--- src/rtl/ramcard_pkg.sv ---
// ramcard_pkg: shared types and constants for the RAM-card arbiter.
//   state_t : access FSM states (IDLE, ISSUE, WAIT, DONE)
//   owner_t : which port owns the current access (OWN_CPU, OWN_DMA)
//   RAM_AW / RAM_DW : card RAM address / data widths
package ramcard_pkg;

    localparam int RAM_AW = 18;
    localparam int RAM_DW = 8;

    typedef enum logic [1:0] {
        IDLE,
        ISSUE,
        WAIT,
        DONE
    } state_t;

    typedef enum logic {
        OWN_CPU,
        OWN_DMA
    } owner_t;

endpackage

--- src/rtl/ramcard_arb_prio.sv ---
// ramcard_arb_prio: grant decision between the CPU and DMA ports, plus the
// starvation counter that bounds consecutive CPU grants while DMA waits.
// Build option: RAMCARD_DMA_EN enables the DMA side; without it only the CPU
// can be granted and no starvation counter exists.
// Ports:
//   clk, reset_in    : clock, synchronous active-high reset
//   sample           : high while the FSM is in IDLE (requests may be taken)
//   cpu_req, dma_req : request levels
//   grant            : a grant happens this cycle
//   owner            : winner of this cycle's grant
module ramcard_arb_prio
    import ramcard_pkg::*;
#(
    parameter int unsigned STARVE_LIMIT = 4
) (
    input  logic   clk,
    input  logic   reset_in,
    input  logic   sample,
    input  logic   cpu_req,
    input  logic   dma_req,
    output logic   grant,
    output owner_t owner
);

`ifdef RAMCARD_DMA_EN
    localparam logic [3:0] LIMIT = 4'(STARVE_LIMIT);

    logic [3:0] starve_cnt;

    always_comb begin
        grant = sample & (cpu_req | dma_req);
        owner = OWN_CPU;
        // DMA wins when alone, or when the CPU has had its share.
        if (dma_req && (!cpu_req || (starve_cnt >= LIMIT))) begin
            owner = OWN_DMA;
        end
    end

    always_ff @(posedge clk) begin
        if (reset_in) begin
            starve_cnt <= '0;
        end else if (grant) begin
            if (owner == OWN_DMA) begin
                starve_cnt <= '0;
            end else if (dma_req) begin
                if (starve_cnt != 4'hF) begin
                    starve_cnt <= starve_cnt + 4'd1;
                end
            end else begin
                starve_cnt <= '0;
            end
        end
    end
`else
    logic unused_prio;

    assign grant       = sample & cpu_req;
    assign owner       = OWN_CPU;
    assign unused_prio = &{1'b0, clk, reset_in, dma_req};
`endif

endmodule

--- src/rtl/ramcard_arbiter.sv ---
// ramcard_arbiter: shares one card RAM port between the CPU and a host DMA
// port. Each access runs IDLE -> ISSUE -> WAIT (MEM_LAT cycles) -> DONE.
// Build option: RAMCARD_DMA_EN enables the DMA port; without it dma_ack and
// dma_rdata are tied 0 and the DMA inputs are ignored.
// Ports:
//   clk, reset_in                        : clock, synchronous active-high reset
//   cpu_req/addr/we/wdata, cpu_rdata/ack : CPU access port
//   dma_req/addr/we/wdata, dma_rdata/ack : host DMA access port
//   mem_addr/we/rd/wdata, mem_rdata      : shared card RAM port
module ramcard_arbiter
    import ramcard_pkg::*;
#(
    parameter int unsigned MEM_LAT      = 2,
    parameter int unsigned STARVE_LIMIT = 4
) (
    input  logic              clk,
    input  logic              reset_in,
    input  logic              cpu_req,
    input  logic [RAM_AW-1:0] cpu_addr,
    input  logic              cpu_we,
    input  logic [RAM_DW-1:0] cpu_wdata,
    output logic [RAM_DW-1:0] cpu_rdata,
    output logic              cpu_ack,
    input  logic              dma_req,
    input  logic [RAM_AW-1:0] dma_addr,
    input  logic              dma_we,
    input  logic [RAM_DW-1:0] dma_wdata,
    output logic [RAM_DW-1:0] dma_rdata,
    output logic              dma_ack,
    output logic [RAM_AW-1:0] mem_addr,
    output logic              mem_we,
    output logic              mem_rd,
    output logic [RAM_DW-1:0] mem_wdata,
    input  logic [RAM_DW-1:0] mem_rdata
);

    state_t            state;
    logic              req_we;
    logic [2:0]        wait_cnt;
    logic              grant;
    owner_t            owner;
    logic [RAM_AW-1:0] sel_addr;
    logic              sel_we;
    logic [RAM_DW-1:0] sel_wdata;

    ramcard_arb_prio #(
        .STARVE_LIMIT(STARVE_LIMIT)
    ) u_prio (
        .clk     (clk),
        .reset_in(reset_in),
        .sample  (state == IDLE),
        .cpu_req (cpu_req),
        .dma_req (dma_req),
        .grant   (grant),
        .owner   (owner)
    );

`ifdef RAMCARD_DMA_EN
    owner_t own;

    always_comb begin
        sel_addr  = cpu_addr;
        sel_we    = cpu_we;
        sel_wdata = cpu_wdata;
        if (owner == OWN_DMA) begin
            sel_addr  = dma_addr;
            sel_we    = dma_we;
            sel_wdata = dma_wdata;
        end
    end
`else
    logic unused_dma;

    assign sel_addr   = cpu_addr;
    assign sel_we     = cpu_we;
    assign sel_wdata  = cpu_wdata;
    assign dma_ack    = 1'b0;
    assign dma_rdata  = '0;
    assign unused_dma = &{1'b0, dma_addr, dma_we, dma_wdata, owner == OWN_DMA};
`endif

    // Strobes, ack and rdata are registered: they are loaded on the edge that
    // enters ISSUE / DONE so they are visible during those states. The read
    // data sampled at the end of the last WAIT cycle is cycle T+MEM_LAT.
    always_ff @(posedge clk) begin
        if (reset_in) begin
            state     <= IDLE;
            req_we    <= 1'b0;
            wait_cnt  <= '0;
            mem_addr  <= '0;
            mem_wdata <= '0;
            mem_rd    <= 1'b0;
            mem_we    <= 1'b0;
            cpu_ack   <= 1'b0;
            cpu_rdata <= '0;
`ifdef RAMCARD_DMA_EN
            own       <= OWN_CPU;
            dma_ack   <= 1'b0;
            dma_rdata <= '0;
`endif
        end else begin
            mem_rd  <= 1'b0;
            mem_we  <= 1'b0;
            cpu_ack <= 1'b0;
`ifdef RAMCARD_DMA_EN
            dma_ack <= 1'b0;
`endif
            case (state)
                IDLE: begin
                    if (grant) begin
                        req_we    <= sel_we;
                        mem_addr  <= sel_addr;
                        mem_wdata <= sel_wdata;
                        mem_rd    <= ~sel_we;
                        mem_we    <= sel_we;
`ifdef RAMCARD_DMA_EN
                        own       <= owner;
`endif
                        state     <= ISSUE;
                    end
                end
                ISSUE: begin
                    wait_cnt <= 3'(MEM_LAT - 1);
                    state    <= WAIT;
                end
                WAIT: begin
                    if (wait_cnt == '0) begin
                        state <= DONE;
`ifdef RAMCARD_DMA_EN
                        if (own == OWN_DMA) begin
                            dma_ack <= 1'b1;
                            if (!req_we) begin
                                dma_rdata <= mem_rdata;
                            end
                        end else
`endif
                        begin
                            cpu_ack <= 1'b1;
                            if (!req_we) begin
                                cpu_rdata <= mem_rdata;
                            end
                        end
                    end else begin
                        wait_cnt <= wait_cnt - 3'd1;
                    end
                end
                DONE: begin
                    state <= IDLE;
                end
                default: begin
                    state <= IDLE;
                end
            endcase
        end
    end

endmodule

--- config.mk ---
export PLATFORM = sky130hd
export DESIGN_NAME = ramcard_arbiter
export DESIGN_NICKNAME = d
export VERILOG_FILES = /design/src/rtl/ramcard_pkg.sv /design/src/rtl/ramcard_arb_prio.sv /design/src/rtl/ramcard_arbiter.sv
export SDC_FILE = /design/constraint.sdc
export NUM_CORES = 1
export LEC_CHECK = 0
export ABC_AREA = 0
export BUFFER_PORTS_ARGS = -buffer_cell sky130_fd_sc_hd__buf_2
export CORE_ASPECT_RATIO = 1.5
export CORE_MARGIN = 2
export CORE_UTILIZATION = 38
export CTS_CLUSTER_DIAMETER = 60
export CTS_CLUSTER_SIZE = 24
export DETAILED_ROUTE_END_ITERATION = 12
export PLACE_DENSITY = 0.74
export SLEW_MARGIN = 20
export SYNTH_ARGS = -nofsm -noshare
export SYNTH_HDL_FRONTEND = slang
export SYNTH_SLANG_ARGS = --single-unit
--- constraint.sdc ---
create_clock -name clk -period 1.7 [get_ports clk]
set_input_delay 0.17 -clock clk [delete_from_list [all_inputs] [get_ports clk]]
set_output_delay 0.17 -clock clk [all_outputs]
set_load 0.1 [all_outputs]
==> metrics.md, run 1 <==
| Metric | Value |
|---|---|
| RR Startpoint | wait_cnt[0] |
| Gr usage total | around 15% |
| Worst-Skew Late Latency | 0.29 ns |
| Layout Utilization | 50.8% |
| Max-cap check violation count | 0 |
| Number of synthesized register bits | 43 |
| Final period utilization | 81.5% |
| Period minus WS final | about 1.4 ns |
| Fmax | roughly 720 MHz |
| Static Leak | 1.06 nW |
| Minimum hold slack | approximately 0.067 ns |
| Hold EP | mem_rd |
| Hold Crit Depth | 2 |
| WL/cell | ~11 um |
| Seq/Total Area, Yosys | about 51% |
| Run status | finished, violations left |
| Failing checks | design-rule violations |
| Num CTS Buffers | 5 |
| Vias/cell | ~4.7 |
| CTS Buffer Depth | 2 |
| Final WL | 3580 um |
| TNS Setup | 0 ns |
| Distinct cell type count after synthesis | 27 |
| Post-route setup slack | ~0.32 ns |
| Final nets | around 340 |
| First-pass GRT wire length | 5920 um |
| Worst r2r path cells | 6 |
| Final setup viols | 0 |
| WS Path Type | reg2reg |
| Post-DP Area | slightly above 0.002 mm^2 |
| Hold Vio Cnt, Final | 0 |
| Synthesized area per cell | 8.63 um^2 |
| Initial antenna violation count | 0 |
| DRT Pass-1 Iters | 8 |
| Non-Filler Instances | around 320 |
| Ports | 112 |
| Vias in the first global route | 1406 |
| Starting DRT DRC Count | 30 |
| Total congestion overflow | 0 |
| Layout area overhead | 28.0% |
| Largest net degree at the start of global routing | 28 |
| Core Area | 0.00428 mm^2 |
| Final instance area | between 0.002 and 0.0025 mm^2 |
| CTS sink count | 43 |
| # rows | 29 |
| Diode count | 0 |
| Min-Delay Startpoint | cpu_we |
| Crit-path max FO | 8 |
| Full die area | between 0.005 and 0.006 mm^2 |
| Die H | 85.9 um |
| Unrepaired setup endpoints after global routing | no |
| FF-to-FF End | cpu_rdata[6] |
| Yosys Warn Count | 0 |
| Post_cts resized | 0 |
| Clk root buf | clkbuf_8 |
| R2R setup slack | roughly 0.32 ns |
| CTS tree | yes |
| Clk slew on worst S/H paths | approximately 0.080 ns |
| Fin. max-slew vios | 0 |
| Via count | about 1500 |
| Hold WC Path Type | in2reg |
| Layout cells sized above 1 | between 30% and 40% |
| Residual DRC | 5 |
| Crit path DAT | between 1.5 and 2 ns |
| Commonest non-fill, non-tap cell in the layout | buf_2 |
| Final Skew | roughly 0.0019 ns |
| Power density over cell area | between 1500 and 2000 mW/mm^2 |
| Final ANT Viol Nets | 0 |
| Pre-CTS setup slack | between 0.3 and 0.4 ns |
| Most frequent cells in the layout | buf_2, nand2_1, dfxtp_1 |
| CP endpoint kind | register |
| Port buffer count | 74 |
| Synthesized area | about 0.0017 mm^2 |
| Hold_buf cts | 0 |
| Initial core utilization | between 30% and 40% |
| Post-DP HPWL | approximately 2700 um |
| Mapped Cells | 197 |
| Post-CTS Setup Inserts | 0 |
| CP startpoint kind | register |
| Htree depth | 2 |
| Total power draw | 4.18 mW |
| Worst Path Required | approximately 1.9 ns |
| Placed cell count | 310 |
| Worst vdd ir | ~0.96 mV |
| Chip Width | just under 60 um |
| RD Place Congestion | between 0.7 and 0.8 |
-- final cells by class --
type                    instances  area [um^2]
well taps                      46         57.6
inverters                       5         18.8
multi-input cells             136          711
clock buffers                   8          100
flip-flops and latches         43          861
repair buffers                 80          428
fillers                       423         2110
-- cells by family after synthesis --
family | synth area share, %
AOI/OAI and AO/OA | 10.7
adders and majority gates | 3.68
other | 0.221
muxes | 5.89
buffers and inverters | 9.34
and+or+nand+nor | 19.5
DFF | 50.6
-- where the power goes --
part	internal (mW)	switching (mW)
sequential	1.20	0.0915
combinational	0.486	1.70
clock	0.371	0.329
-- Yosys cell counts --
cell | instances | area (um^2)
a21oi_1 | 30 | 150
a31oi_1 | 1 | 6.26
and2_1 | 1 | 6.26
and3_1 | 1 | 6.26
and3_2 | 1 | 7.51
and4bb_1 | 1 | 12.5
and4bb_2 | 1 | 12.5
buf_1 | 2 | 7.51
buf_2 | 1 | 5.00
buf_4 | 12 | 90.1
buf_6 | 2 | 22.5
clkbuf_1 | 4 | 15.0
conb_1 | 1 | 3.75
dfxtp_1 | 43 | 861
ha_1 | 5 | 62.6
inv_1 | 5 | 18.8
mux2i_1 | 10 | 100
nand2_1 | 56 | 210
nand2_2 | 1 | 6.26
nand2b_1 | 1 | 6.26
nand3_1 | 1 | 5.00
nor2_1 | 11 | 41.3
nor2b_1 | 2 | 12.5
nor3_1 | 1 | 5.00
o21a_1 | 1 | 7.51
o221a_2 | 1 | 11.3
o31ai_1 | 1 | 7.51
-- how the worst max path moves through the flow --
stage                            from           end  cells past startpoint
after CTS                    state[0]  mem_addr[16]                      6
after global placement    wait_cnt[0]  cpu_rdata[2]                      6
final                     wait_cnt[0]  cpu_rdata[6]                      6
after detailed placement  wait_cnt[0]  cpu_rdata[2]                      6
after global routing         state[0]   mem_addr[8]                      6
after floorplan              state[0]  cpu_rdata[0]                      7
-- state kept, by name, summed over array words and instances, names as in the netlist --
signal     cells
mem_addr      18
cpu_ack        1
state          2
req_we         1
cpu_rdata      8
wait_cnt       3
mem_we         1
mem_wdata      8
mem_rd         1
-- per-layer routing --
metal / vias to the layer above / wire length, um / track usage, %
met1: 665 / 1440 / 16.5
met2: 59 / 1800 / 26.7
met3: 6 / 275 / 4.68
met5: - / 0 / 0
li1: 767 / - / -
met4: 0 / 59 / 6.20
-- critical path, stage by stage, from the launching register on --
cell and delay, ns:
dfxtp_1 0.33, inv_1 0.08, ha_1 0.20, and4bb_1 0.20, buf_4 0.19, mux2i_1 0.22, nor2_1 0.05
Note: power is estimated with default switching activity, not from simulation.
==> inputs of run 2 (changes only) <==
- clock period: 1.7 -> 1.4 ns (I/O delays scaled with it)
==> run 2 against run 1 <==
- the flow still finishes with violations (design-rule violations)
- via count down 1.7%
- die area unchanged
- maximum frequency up 5.0%
- first-iteration DRC count up 23%
- critical path type unchanged
==> metrics.md, run 2 (synthesis results as in run 1) <==
| Metric | Value |
|---|---|
| Run status | finished, violations left |
| Failing checks | design-rule violations |
| R2R setup slack | 0.08 ns (-0.23 ns) |
| Diode count | 0 (unchanged) |
| Largest net degree at the start of global routing | 29 (+3.6%) |
| Vias in the first global route | 1398 (-0.57%) |
| Clk root buf | clkbuf_8 |
| Final nets | 345 (+0.88%) |
| Initial antenna violation count | 0 (unchanged) |
| Final WL | 3650 um (+2.1%) |
| Unrepaired setup endpoints after global routing | yes |
| Total congestion overflow | 0 (unchanged) |
| Crit path from | wait_cnt[0] |
| Biggest regs | mem_addr (18), cpu_rdata (8), mem_wdata (8) |
| Most frequent cells in the layout | buf_2, nand2_1, dfxtp_1 |
| Worst Path Required | 1.58 ns (-0.29 ns) |
| FF-to-FF End | cpu_rdata[6] |
| Residual DRC | 5 (unchanged) |
| CTS sink count | 43 (unchanged) |
| RD Place Congestion | 0.702 (-7.1%) |
| Starting DRT DRC Count | 37 (+23%) |
| Initial core utilization | 39.7% (unchanged) |
| Buf/Inv on CP | 2 (unchanged) |
| Full die area | 0.00504 mm^2 (unchanged) |
| CTS tree | yes |
| CP cell instances | inv_2 -> ha_4 -> and4bb_1 -> buf_12 -> mux2i_1 -> nor2_1 |
| Layout cells sized above 1 | 36.7% (+3.3 points) |
| CP endpoint kind | register |
| Commonest non-fill, non-tap cell in the layout | buf_2 |
| Vias/cell | 4.58 (-2.7%) |
| Switching share of power | 51.2% (+0.38 points) |
| # rows | 29 (unchanged) |
| Worst-Skew Late Latency | 0.30 ns (about the same) |
| Num CTS Buffers | 5 (unchanged) |
| Final ANT Viol Nets | 0 (unchanged) |
| Port buffer count | 74 (unchanged) |
| Max reg flops | 18 (unchanged) |
| WL/cell | 11.4 um (+1.1%) |
| Final setup viols | 0 (unchanged) |
| Final instance area | 0.00223 mm^2 (+2.3%) |
| # fillers | 445 (+5.2%) |
| Ports | 112 (unchanged) |
| Worst vdd ir | 1.14 mV (+19%) |
| Sequential power share | 30.8% (about the same) |
| Post-DP HPWL | 2640 um (-1.1%) |
| Chip Width | 58.6 um (unchanged) |
| Internal power | 2.51 mW (+22%) |
| Crit-path max FO | 8 (unchanged) |
| Final Skew | 0.00705 ns (+0.00511 ns) |
| First-pass GRT wire length | 5900 um (-0.35%) |
| Via count | 1471 (-1.7%) |
| Static Leak | 1.06 nW (+0.85%) |
| Hold WC Path Type | in2reg |
| Largest stage delay, worst path | 0.34 ns (about the same) |
| Crit path capture | cpu_rdata[6] |
| CP startpoint kind | register |
| Die H | 85.9 um (unchanged) |
| Fin. max-slew vios | 0 (unchanged) |
| CTS Buffer Depth | 2 (unchanged) |
| Core Area | 0.00428 mm^2 (unchanged) |
| Power density over cell area | 2310 mW/mm^2 (+20%) |
| DRT Pass-1 Iters | 8 (unchanged) |
| Most flop-heavy register | mem_addr |
| Max-cap check violation count | 0 (unchanged) |
| Gr usage total | 15.1% (about the same) |
| TNS Setup | 0 ns (unchanged) |
| RR Startpoint | wait_cnt[0] |
| Period minus WS final | 1.32 ns (-0.0665 ns) |
| Clock power frac | 14.9% (-1.8 points) |
| Htree depth | 2 (unchanged) |
| Critical path's top delay family | flip-flops |
| Worst r2r path cells | 6 (unchanged) |
| Hold Vio Cnt, Final | 0 (unchanged) |
| WS Path Type | reg2reg |
| Post-DP Area | 0.00211 mm^2 (+1.6%) |
| Crit path DAT | 1.50 ns (-0.05 ns) |
| Fmax | 759 MHz (+5.0%) |
| Clk slew on worst S/H paths | 0.08 ns (about the same) |
| Critical Path Stages | 6 (unchanged) |
| Layout area overhead | 30.9% |
| Combinational power share | 54.4% (+2.0 points) |
| Slowest CP cell | dfxtp_2 |
| Final period utilization | 94.2% (+13 points) |
| NetSw | 2.64 mW (+24%) |
run 2: cell types whose count changed in the layout (fill, tap and decap cells not counted):
cell        change
dfxtp_2         +2
buf_12          +2
ha_2            +1
ha_1            -2
dfxtp_1         -2
ha_4            +1
clkinv_2        +1
clkinvlp_4      +1
inv_1           -3
inv_2           +3
clkbuf_8        -2
buf_4           +1
run 2: power by group through the flow:
stage               combinational, mW  sequential (mW)  clock (mW)
floorplan                       0.984             2.87           0
global placement                 2.72             1.59           0
detailed placement               2.75             1.60           0
CTS                              2.75             1.57       0.801
global route                     2.98             1.62       0.856
finish                           2.80             1.58       0.766
run 2: per-layer routing:
| metal | global-route usage, % | wire (um) | vias up | share of wire [%] |
|---|---|---|---|---|
| li1 | - | - | 770 | - |
| met1 | 16.9 | 1490 | 639 | 41 |
| met2 | 26.4 | 1850 | 57 | 51 |
| met3 | 4.37 | 252 | 5 | 6.9 |
| met4 | 6.20 | 60 | 0 | 1.6 |
| met5 | 0 | 0 | - | 0 |
run 2: worst register-to-register path, cell delays in order, from the launching register on:
cell	delay, ns
dfxtp_2	0.34
inv_2	0.07
ha_4	0.14
and4bb_1	0.26
buf_12	0.15
mux2i_1	0.19
nor2_1	0.06
run 2: timing repair:
action / 4_1_cts / 5_1_grt
setup buffers: 0 / 2
endpoints found under the setup margin: 0 / 11
hold buffers: 0 / 0
resized for setup: 0 / 8
run 2: area by class of cell:
| class | count | area [um^2] | area share, % |
|---|---|---|---|
| multi-input cells | 136 | 726 | 32.6 |
| clock buffers | 6 | 72.6 | 3.26 |
| clock inverters | 2 | 12.5 | 0.562 |
| flip-flops and latches | 43 | 863 | 38.8 |
| inverters | 5 | 18.8 | 0.843 |
| repair buffers | 83 | 475 | 21.4 |
| well taps | 46 | 57.6 | 2.59 |
run 2: worst min path at each step:
stage,startpoint,end,slack (ns),cells after the start
3_5_place_dp,cpu_we,mem_rd,0.36,2
4_1_cts,cpu_we,mem_rd,0.04,2
2_1_floorplan,cpu_we,mem_rd,0.22,1
3_3_place_gp,cpu_we,mem_rd,0.35,2
5_1_grt,cpu_we,mem_rd,0.05,2
6_report,cpu_we,mem_rd,0.05,2
run 2: through the flow:
stage | setup slack (ns) | std cells | power, mW | util [%] | hold slack [ns]
6_report | 0.0818 | 321 | 5.15 | 52.0 | 0.0476
3_5_place_dp | 0.0170 | 311 | 4.35 | 49.2 | 0.358
3_3_place_gp | 0.0807 | 311 | 4.31 | 49.2 | 0.349
4_1_cts | 0.0102 | 319 | 5.12 | 51.2 | 0.0421
5_1_grt | 0.000333 | 321 | 5.45 | 52.0 | 0.0452
2_1_floorplan | 0.0476 | 205 | 3.85 | - | 0.219
==> inputs of run 3 (changes only) <==
--- a/config.mk
+++ b/config.mk
@@ -8,3 +8,3 @@
 export ABC_AREA = 0
-export BUFFER_PORTS_ARGS = -buffer_cell sky130_fd_sc_hd__buf_2
+export BUFFER_PORTS_ARGS = -buffer_cell sky130_fd_sc_hd__clkbuf_2
 export CORE_ASPECT_RATIO = 1.5
==> constraint.sdc (replaced) <==
create_clock -name clk -period 1.4 [get_ports clk]
set_input_delay 0.07 -clock clk [delete_from_list [all_inputs] [get_ports clk]]
set_output_delay 0.07 -clock clk [all_outputs]
set_load 0.1 [all_outputs]
==> run 3 against run 2 <==
- the flow still finishes with violations (design-rule violations)
- routed wire length increased by 8.5%
- final area is 12% higher
- cell count rose by 8.1%
- count of clock-buffer cells in the layout increased by 1
- combinational power up 2%
- via count is 9.5% higher
- non-clock buffer count is 26 higher
- utilization grew 6.2 points
- flip-flop and latch count is the same
- register-to-register slack hardly changed
- critical endpoint is now mem_wdata[6]
- highest routed layer unchanged
==> metrics.md, run 3 (synthesis results as in run 1) <==
| Metric | Value |
|---|---|
| R2R setup slack | 0.09 ns (about the same) |
| Pre-CTS setup slack | -0.0230 ns (-0.0400 ns) |
| First-pass GRT wire length | 6240 um (+5.8%) |
| Port buffer count | 74 (unchanged) |
| Commonest non-fill, non-tap cell in the layout | clkbuf_2 |
| Combinational power share | 54.1% (-0.3 points) |
| Register area | 863 um^2 (unchanged) |
| Vias in the first global route | 1481 (+5.9%) |
| Die H | 85.9 um (unchanged) |
| Switching share of power | 50.6% (-0.58 points) |
| NetSw | 2.66 mW (+0.98%) |
| Hold Vio Cnt, Final | 0 (unchanged) |
| CP endpoint kind | register |
| Sequential power share | 30.3% (-0.5 points) |
| Initial antenna violation count | 0 (unchanged) |
| Placed cell count | 312 (+0.32%) |
| Minimum hold slack | 0.0133 ns (-0.0342 ns) |
| RR Startpoint | state[1] |
| Core Area | 0.00428 mm^2 (unchanged) |
| Hold WC Path Type | in2reg |
| Hold Crit Depth | 3 (+1) |
| Final setup viols | 0 (unchanged) |
| Gr usage total | 16.1% (+0.94 points) |
| Max reg flops | 18 (unchanged) |
| Min-Delay Startpoint | mem_rdata[7] |
| Vias/cell | 4.64 (+1.3%) |
| Critical path's top delay family | flip-flops |
| Power density over cell area | 2110 mW/mm^2 (-8.8%) |
| Starting DRT DRC Count | 40 (+8.1%) |
| Post-DP Area | 0.00210 mm^2 (-0.24%) |
| CTS tree | yes |
| Clk slew on worst S/H paths | 0.08 ns (about the same) |
| # rows | 29 (unchanged) |
| Fmax | 762 MHz (+0.46%) |
| WL/cell | 11.4 um (+0.36%) |
| FF-to-FF End | mem_wdata[6] |
| Biggest regs | mem_addr (18), cpu_rdata (8), mem_wdata (8) |
| Ports | 112 (unchanged) |
| Final instance area | 0.00249 mm^2 (+12%) |
| Crit-path max FO | 13 (+5) |
| Crit path from | state[1] |
| Least-Margin Pin Slew | approximately 0.55 ns |
| Diode count | 0 (unchanged) |
| CTS sink count | 43 (unchanged) |
| WS Path Type | reg2reg |
| Non-Filler Instances | 347 (+8.1%) |
| Chip Width | 58.6 um (unchanged) |
| Worst slew margin | approximately 63% |
| Layout cells sized above 1 | 34.6% (-2.2 points) |
| Residual DRC | 5 (unchanged) |
| # fillers | 383 (-14%) |
| Final ANT Viol Nets | 0 (unchanged) |
| CP cell instances | inv_1 -> ha_2 -> and2_4 -> buf_4 -> nand2_1 -> a21oi_2 |
| Hold EP | cpu_rdata[7] |
| Max-cap check violation count | 0 (unchanged) |
| Worst vdd ir | 1.07 mV (-6.0%) |
| Initial core utilization | 39.7% (unchanged) |
| Htree depth | 2 (unchanged) |
| Final Skew | 0.00694 ns (-0.000104 ns) |
| Crit path DAT | 1.54 ns (+0.04 ns) |
| CP startpoint kind | register |
| Static Leak | 1.16 nW (+8.9%) |
| Clk root buf | clkbuf_8 |
| Via count | 1611 (+9.5%) |
| Post-DP HPWL | 2700 um (+2.3%) |
| Layout area overhead | 46.6% |
| Clock power frac | 15.6% (+0.7 points) |
| Buf/Inv on CP | 2 (unchanged) |
| RD Place Congestion | 0.775 (+10%) |
| Total congestion overflow | 0 (unchanged) |
| Worst Path Required | 1.63 ns (+0.05 ns) |
| Worst r2r path cells | 6 (unchanged) |
| Largest net degree at the start of global routing | 20 (-31%) |
| Internal power | 2.60 mW (+3.3%) |
| Most flop-heavy register | mem_addr |
| Slowest CP cell | dfxtp_1 |
| Full die area | 0.00504 mm^2 (unchanged) |
| Most frequent cells in the layout | clkbuf_2, nand2_1, dfxtp_1 |
| Period minus WS final | 1.31 ns (-0.00599 ns) |
| Final nets | 371 (+7.5%) |
| Run status | finished, violations left |
| CTS Buffer Depth | 2 (unchanged) |
| Final WL | 3960 um (+8.5%) |
| Unrepaired setup endpoints after global routing | no |
| Worst-Skew Late Latency | 0.29 ns (about the same) |
| Area of the multi-input gates | 734 um^2 (+1.2%) |
| Final period utilization | 93.7% (-0.43 points) |
| Largest stage delay, worst path | 0.33 ns (about the same) |
| Failing checks | design-rule violations |
| Post-route setup slack | 0.0878 ns (+0.00599 ns) |
| Fin. max-slew vios | 0 (unchanged) |
| Num CTS Buffers | 5 (unchanged) |
| DRT Pass-1 Iters | 8 (unchanged) |
-- run 3: metrics by stage --
step	util, %	total power, mW	setup TNS, ns
floorplan	-	3.85	0
global placement	49.1	4.28	0
detailed placement	49.1	4.32	-0.0604
CTS	57.2	5.21	0
global route	58.2	5.54	0
finish	58.2	5.26	0
-- run 3: worst max-delay path by stage --
stage,end,cells after the start
detailed placement,mem_wdata[6],6
global placement,mem_wdata[2],6
floorplan,cpu_rdata[0],7
global route,cpu_rdata[0],6
finish,mem_wdata[6],6
CTS,mem_wdata[2],6
-- run 3: cell type report --
cell class	instances	share of cell area [%]
Multi-Input combinational cell	136	29.5
Tap cell	46	2.31
Timing Repair Buffer	109	29.0
Clock inverter	1	0.351
Sequential cell	43	34.6
Clock buffer	7	3.46
Inverter	5	0.753
-- run 3: what timing repair did --
item | 4_1_cts | 5_1_grt
resized for setup | 1 | 11
buffers inserted | 0 | 1
endpoints found under the setup margin | 23 | 31
hold buffers | 25 | 1
endpoints found under the hold margin | 25 | 1
pin swaps | 0 | 2
-- run 3: worst register-to-register path, stage by stage (launching register included) --
cell	delay (ns)
dfxtp_1	0.33
inv_1	0.08
ha_2	0.21
and2_4	0.19
buf_4	0.19
nand2_1	0.11
a21oi_2	0.14
-- run 3: metal layers --
layer  global-route usage [%]  part of all wire [%]
met2                     29.9                    53
met3                     5.28                   6.8
met1                     16.1                    39
met5                        0                     0
met4                     5.79                  0.86
-- run 3: power by group through the flow --
stage / combinational [mW] / clock (mW) / sequential, mW
after floorplan: 0.984 / 0 / 2.87
after global placement: 2.68 / 0 / 1.60
after detailed placement: 2.72 / 0 / 1.60
after CTS: 2.78 / 0.851 / 1.58
after global routing: 3.02 / 0.897 / 1.62
final: 2.85 / 0.820 / 1.59
